--- src/rtl/deglitch_ctrl.sv ---
// deglitch_ctrl: calibrates the chain delay of one analog deglitch macro and selects
// analog, digital or bypass filtering of an I2C pad line; filt_out feeds the I2C core.
module deglitch_ctrl #(
    parameter int CNT_W    = 8,
    parameter int CAL_MAX  = 255,
    parameter int MIN_DLY  = 4,
    parameter int FILT_LEN = 3
) (
    input  logic             clk,
    input  logic             rstb,
    input  logic             pad_in,
    input  logic             cal_start,
    input  logic             byp_req,
    input  logic             dg_out,
    input  logic             dg_dout,
    output logic             dg_in,
    output logic             dg_sb,
    output logic             dg_byp,
    output logic             filt_out,
    output logic [1:0]       mode,
    output logic             cal_busy,
    output logic             cal_done,
    output logic             cal_fail,
    output logic [CNT_W-1:0] cal_dly,
    output logic [2:0]       dbg_state
);

    localparam int FCNT_W = (FILT_LEN > 1) ? $clog2(FILT_LEN) : 1;
    localparam logic [1:0] MODE_ANA = 2'd0;
    localparam logic [1:0] MODE_DIG = 2'd1;
    localparam logic [1:0] MODE_BYP = 2'd2;

    typedef enum logic [2:0] {
        IDLE      = 3'd0,
        CAL_INIT  = 3'd1,
        CAL_ARM   = 3'd2,
        CAL_PULSE = 3'd3,
        CAL_EVAL  = 3'd4
    } state_t;

    state_t            state;
    logic [CNT_W-1:0]  cnt;
    logic [FCNT_W-1:0] fcnt;
    logic              stim;
    logic              out_s1, out_s2;
    logic              dout_s1, dout_s2;
    logic [1:0]        sel_mode;

    assign dbg_state = state;
    // Outside calibration the macro simply sees the pad; during calibration it sees our stimulus.
    assign dg_in = (state == IDLE) ? pad_in : stim;

    always_comb begin
        sel_mode = MODE_DIG;
        if (byp_req)
            sel_mode = MODE_BYP;
        else if (cal_done && (cal_dly >= CNT_W'(MIN_DLY)))
            sel_mode = MODE_ANA;
    end

    always_ff @(posedge clk) begin
        if (!rstb) begin
            state    <= IDLE;
            cnt      <= '0;
            fcnt     <= '0;
            stim     <= 1'b1;
            dg_sb    <= 1'b1;
            dg_byp   <= 1'b1;
            filt_out <= 1'b1;
            mode     <= MODE_DIG;
            cal_busy <= 1'b0;
            cal_done <= 1'b0;
            cal_fail <= 1'b0;
            cal_dly  <= '0;
            out_s1   <= 1'b1;
            out_s2   <= 1'b1;
            dout_s1  <= 1'b1;
            dout_s2  <= 1'b1;
        end else begin
            out_s1  <= dg_out;
            out_s2  <= out_s1;
            dout_s1 <= dg_dout;
            dout_s2 <= dout_s1;
            unique case (state)
                IDLE: begin
                    if (mode == MODE_DIG) begin
                        if (out_s2 == filt_out) begin
                            fcnt <= '0;
                        end else if (fcnt == FCNT_W'(FILT_LEN - 1)) begin
                            filt_out <= out_s2;
                            fcnt     <= '0;
                        end else begin
                            fcnt <= fcnt + FCNT_W'(1);
                        end
                    end else begin
                        filt_out <= out_s2;
                        fcnt     <= '0;
                    end
                    // Mode is frozen from calibration start until evaluation.
                    if (cal_start) begin
                        state    <= CAL_INIT;
                        cnt      <= '0;
                        cal_busy <= 1'b1;
                        cal_done <= 1'b0;
                        cal_fail <= 1'b0;
                        stim     <= 1'b1;
                        dg_sb    <= 1'b0;
                        dg_byp   <= 1'b1;
                    end else begin
                        mode   <= sel_mode;
                        dg_byp <= (sel_mode != MODE_ANA);
                    end
                end
                CAL_INIT: begin
                    if (cnt == CNT_W'(1)) begin
                        state <= CAL_ARM;
                        cnt   <= '0;
                        dg_sb <= 1'b1;
                    end else begin
                        cnt <= cnt + CNT_W'(1);
                    end
                end
                CAL_ARM: begin
                    if (dout_s2) begin
                        state <= CAL_PULSE;
                        cnt   <= '0;
                        stim  <= 1'b0;
                    end else if (cnt == CNT_W'(CAL_MAX)) begin
                        state    <= CAL_EVAL;
                        cal_fail <= 1'b1;
                    end else begin
                        cnt <= cnt + CNT_W'(1);
                    end
                end
                CAL_PULSE: begin
                    // Two cycles of the count are the DOUT synchroniser, not the chain.
                    if (!dout_s2) begin
                        state    <= CAL_EVAL;
                        stim     <= 1'b1;
                        cal_done <= 1'b1;
                        cal_dly  <= (cnt >= CNT_W'(2)) ? cnt - CNT_W'(2) : '0;
                    end else if (cnt == CNT_W'(CAL_MAX)) begin
                        state    <= CAL_EVAL;
                        stim     <= 1'b1;
                        cal_fail <= 1'b1;
                    end else begin
                        cnt <= cnt + CNT_W'(1);
                    end
                end
                CAL_EVAL: begin
                    state    <= IDLE;
                    cal_busy <= 1'b0;
                    dg_sb    <= 1'b1;
                    mode     <= sel_mode;
                    dg_byp   <= (sel_mode != MODE_ANA);
                end
                default: state <= IDLE;
            endcase
        end
    end

endmodule

--- config.mk ---
export PLATFORM = sky130hd
export DESIGN_NAME = deglitch_ctrl
export DESIGN_NICKNAME = d
export VERILOG_FILES = /design/src/rtl/deglitch_ctrl.sv
export SDC_FILE = /design/constraint.sdc
export NUM_CORES = 1
export LEC_CHECK = 0
export ABC_AREA = 1
export BUFFER_PORTS_ARGS = -buffer_cell sky130_fd_sc_hd__buf_2
export CORE_ASPECT_RATIO = 1.4
export CORE_MARGIN = 5
export CORE_UTILIZATION = 50
export CTS_BUF_LIST = sky130_fd_sc_hd__clkbuf_8
export CTS_CLUSTER_DIAMETER = 80
export DETAILED_ROUTE_END_ITERATION = 7
export PLACE_DENSITY = 0.75
export SKIP_LAST_GASP = 1
export SLEW_MARGIN = 20
export SYNTH_ARGS = -nofsm -noshare
export SYNTH_HDL_FRONTEND = slang
export SYNTH_SLANG_ARGS = --single-unit
--- constraint.sdc ---
create_clock -name clk -period 2.5 [get_ports clk]
set_input_delay 0 -clock clk [delete_from_list [all_inputs] [get_ports clk]]
set_output_delay 0 -clock clk [all_outputs]
set_load 0.01 [all_outputs]
==> key figures <==
Detailed routing
  – DR WL/cell: 12.9 µm
  – Drc violations: 0
  – Via count: 1814
  – Via density: 5.21
  – Final wirelength: 4490 µm
  – Starting DRT DRC Count: 128
  – Antenna viol nets, final: 0
  – DRT Pass-1 Iters: 5

Synthesis
  – Number of synthesized flops with an enable pin: 0
  – Asr flop ratio synth: 0%
  – YS warnings: 0
  – Post-synth top area cell: dfxtp_1
  – Synth Register Bits: 34
  – Instance count of the mapped netlist: 274
  – Post-Syn Area per Cell: 6.79 µm²
  – Mapped Area: 0.00186 mm²
  – Syn_nets: 286
  – Post-synth top area share: 36.6%
  – Ys flop type: dfxtp_1
  – Post-synthesis sequential area ratio: 36.6%
  – Synth top area cells: dfxtp_1, nand2_1, a21oi_1
  – Yosys cell types: 32

Pwr
  – P per Cell Area: 927 mW/mm²
  – Combinational power share: 35.4%
  – Reg power frac: 33.9%
  – Static leakage: 1.03 nW
  – Cell Int Power: 1.27 mW
  – Switching Fraction: 37.0%
  – Maximum vdd drop: 0.770 mV
  – Clk pwr share: 30.7%
  – Switching pwr: 748 µW

Critical path
  – CP Class: reg -> reg
  – Slowest-stage cell, CP: dfxtp_1
  – Crit path arrival time: 1.92 ns
  – Crit path buffers/inverters: 1
  – Delay-heaviest family, CP: simple AND/OR/NAND/NOR gates
  – Worst reg2reg setup slack: 0.81 ns
  – Crit path capture type: register
  – Crit path required time: 2.74 ns
  – Startpoint types: register
  – CP Cell Sequence: inv_2 > nor3_2 > o21ai_2 > nand2_1 > nand2_1 > nand2_1 > nand2_1 > nor2_2
  – Crit-path most repeated cell: nand2_1
  – Max FO, Critical Path: 6
  – CP max stage delay: 0.46 ns

STA
  – Crit path time final: 1.69 ns
  – Worst slew margin: 55.0%
  – RSZ-0062 raised after global routing: no
  – Worst-margin pin slew: 0.674 ns
  – Final setup fails: 0
  – Final WS setup: 0.815 ns
  – Final worst path period share: 67.4%
  – Final setup skew: 0.00566 ns
  – Final hold vios: 0
  – Setup TNS: 0 ns
  – Fin. max-slew vios: 0
  – Achievable Freq: 593 MHz

GRT
  – First-pass GRT wire length: 7580 µm
  – Grt total ovfl: 0
  – Initial antenna violation count: 0
  – Vias in the first global route: 1784
  – Tot GR Track Use: 19.9%
  – Pin count of the biggest net entering global routing: 22

Final layout
  – Finished layout cell area: 0.00218 mm²
  – Commonest non-fill, non-tap cells in the layout: nand2_1, dfxtp_1, inv_1
  – Commonest non-fill, non-tap cell in the layout: nand2_1
  – Utilization after layout: 60.4%
  – Cell Count, Final, Fillers Out: 348
  – Layout Area Growth over Synthesis: 17.3%
  – Fraction of layout cells with a size suffix above 1: 20.3%
  – ANT cells: 0
  – Final #Nets: 317

Job
  – Maxcap violations: 0

Place
  – HPWL after DPL: 3240 µm
  – # port buffers: 26
  – Dpl cell area: 0.00201 mm²
  – Pre-CTS setup slack: 0.882 ns
  – DP Cell Count: 337
  – GPL Wtd Cong: 0.956

Die
  – Chip Height: 82.2 µm
  – Die Width: 61.5 µm
  – Row count: 26
  – I/O pin count: 27
  – Core Footprint: 0.00361 mm²
  – Starting density of the core: 51.5%
  – Area of the die: 0.00506 mm²

Clock tree
  – # clock sinks: 34
  – Maximum root-to-sink buffer count: 2
  – CTS root buf: clkbuf_8
  – CTS Buf Count: 5
  – Clock latency at the later pin of the worst-skew pair: 0.29 ns
  – Htree depth: 2
  – Reg clk slew, reported paths: 0.08 ns
  – CTS tree: done
  – Cts repair resizes: 0

Min path
  – Worst min-delay path category: in -> reg

Run status
  – Status: completed
## power groups by stage
stage / clock network (mW) / logic, mW / registers [mW]
after global routing: 0.655 / 0.814 / 0.699
after CTS: 0.627 / 0.713 / 0.685
after global placement: 0 / 0.696 / 0.695
after detailed placement: 0 / 0.704 / 0.698
after floorplan: 0 / 0.492 / 0.714
final: 0.621 / 0.715 / 0.686
## timing repair
action                                 in CTS  in global routing
setup endpoints to repair                   0                  0
endpoints found under the hold margin       3                  0
hold buffers                                3                  0
buffers inserted                            0                  0
## metal layers
metal | vias up | track usage, % | wire (µm)
met1 | 812 | 22.1 | 1790
met3 | 9 | 5.29 | 327
li1 | 931 | - | -
met4 | 0 | 8.49 | 79
met5 | - | 0 | 0
met2 | 62 | 34.8 | 2290
## area by class of cell
cell class              count  area (µm²)
flip-flops and latches     34         681
clock buffers               5        68.8
clock inverters             3        68.8
inverters                  33         124
well taps                  42        52.6
fillers                   363        1430
repair buffers             30         168
multi-input cells         201        1020
## registers in the layout, summed over array words and instances, names as in the netlist
signal / cells
out_s2: 1
filt_out: 1
stim: 1
dbg_state: 3
dout_s1: 1
fcnt: 2
cal_fail: 1
cal_busy: 1
cal_dly: 8
dg_byp: 1
out_s1: 1
mode: 2
cal_done: 1
dout_s2: 1
cnt: 8
dg_sb: 1
## metrics by stage
step                      power, mW  hold slack [ns]
after floorplan                1.21            0.107
after global placement         1.39            0.187
after detailed placement       1.40            0.191
after CTS                      2.03           0.0284
after global routing           2.17           0.0413
final                          2.02           0.0298
## logic make-up after synthesis
logic type	after synthesis	share of synthesized area, %
flip-flops	34	36.6
buffers and inverters	39	8.61
AND/OR/NAND/NOR	147	35.6
AO/OA/AOI/OAI	44	13.5
adder cells (fa/ha/maj)	5	3.36
XOR/XNOR	5	2.36
## path summary, 6_finish.rpt
check	startpoint	end	cells after the start
max	dbg_state[0]	cnt[3]	8
min	rstb	mode[0]	2
max reg2reg	dbg_state[0]	cnt[3]	8
min reg2reg	out_s1	out_s2	1
## Yosys cell counts, types with 3 or more instances
master,count
a21oi_1,23
dfxtp_1,34
ha_1,5
inv_1,30
inv_2,3
nand2_1,79
nand2_2,5
nand2_4,3
nand3_1,13
nand4_1,3
nor2_1,29
nor2_2,3
o21ai_0,11
o21ai_2,4
or2_2,4
xor2_1,4
No activity file was read; power rests on OpenSTA's default activity.
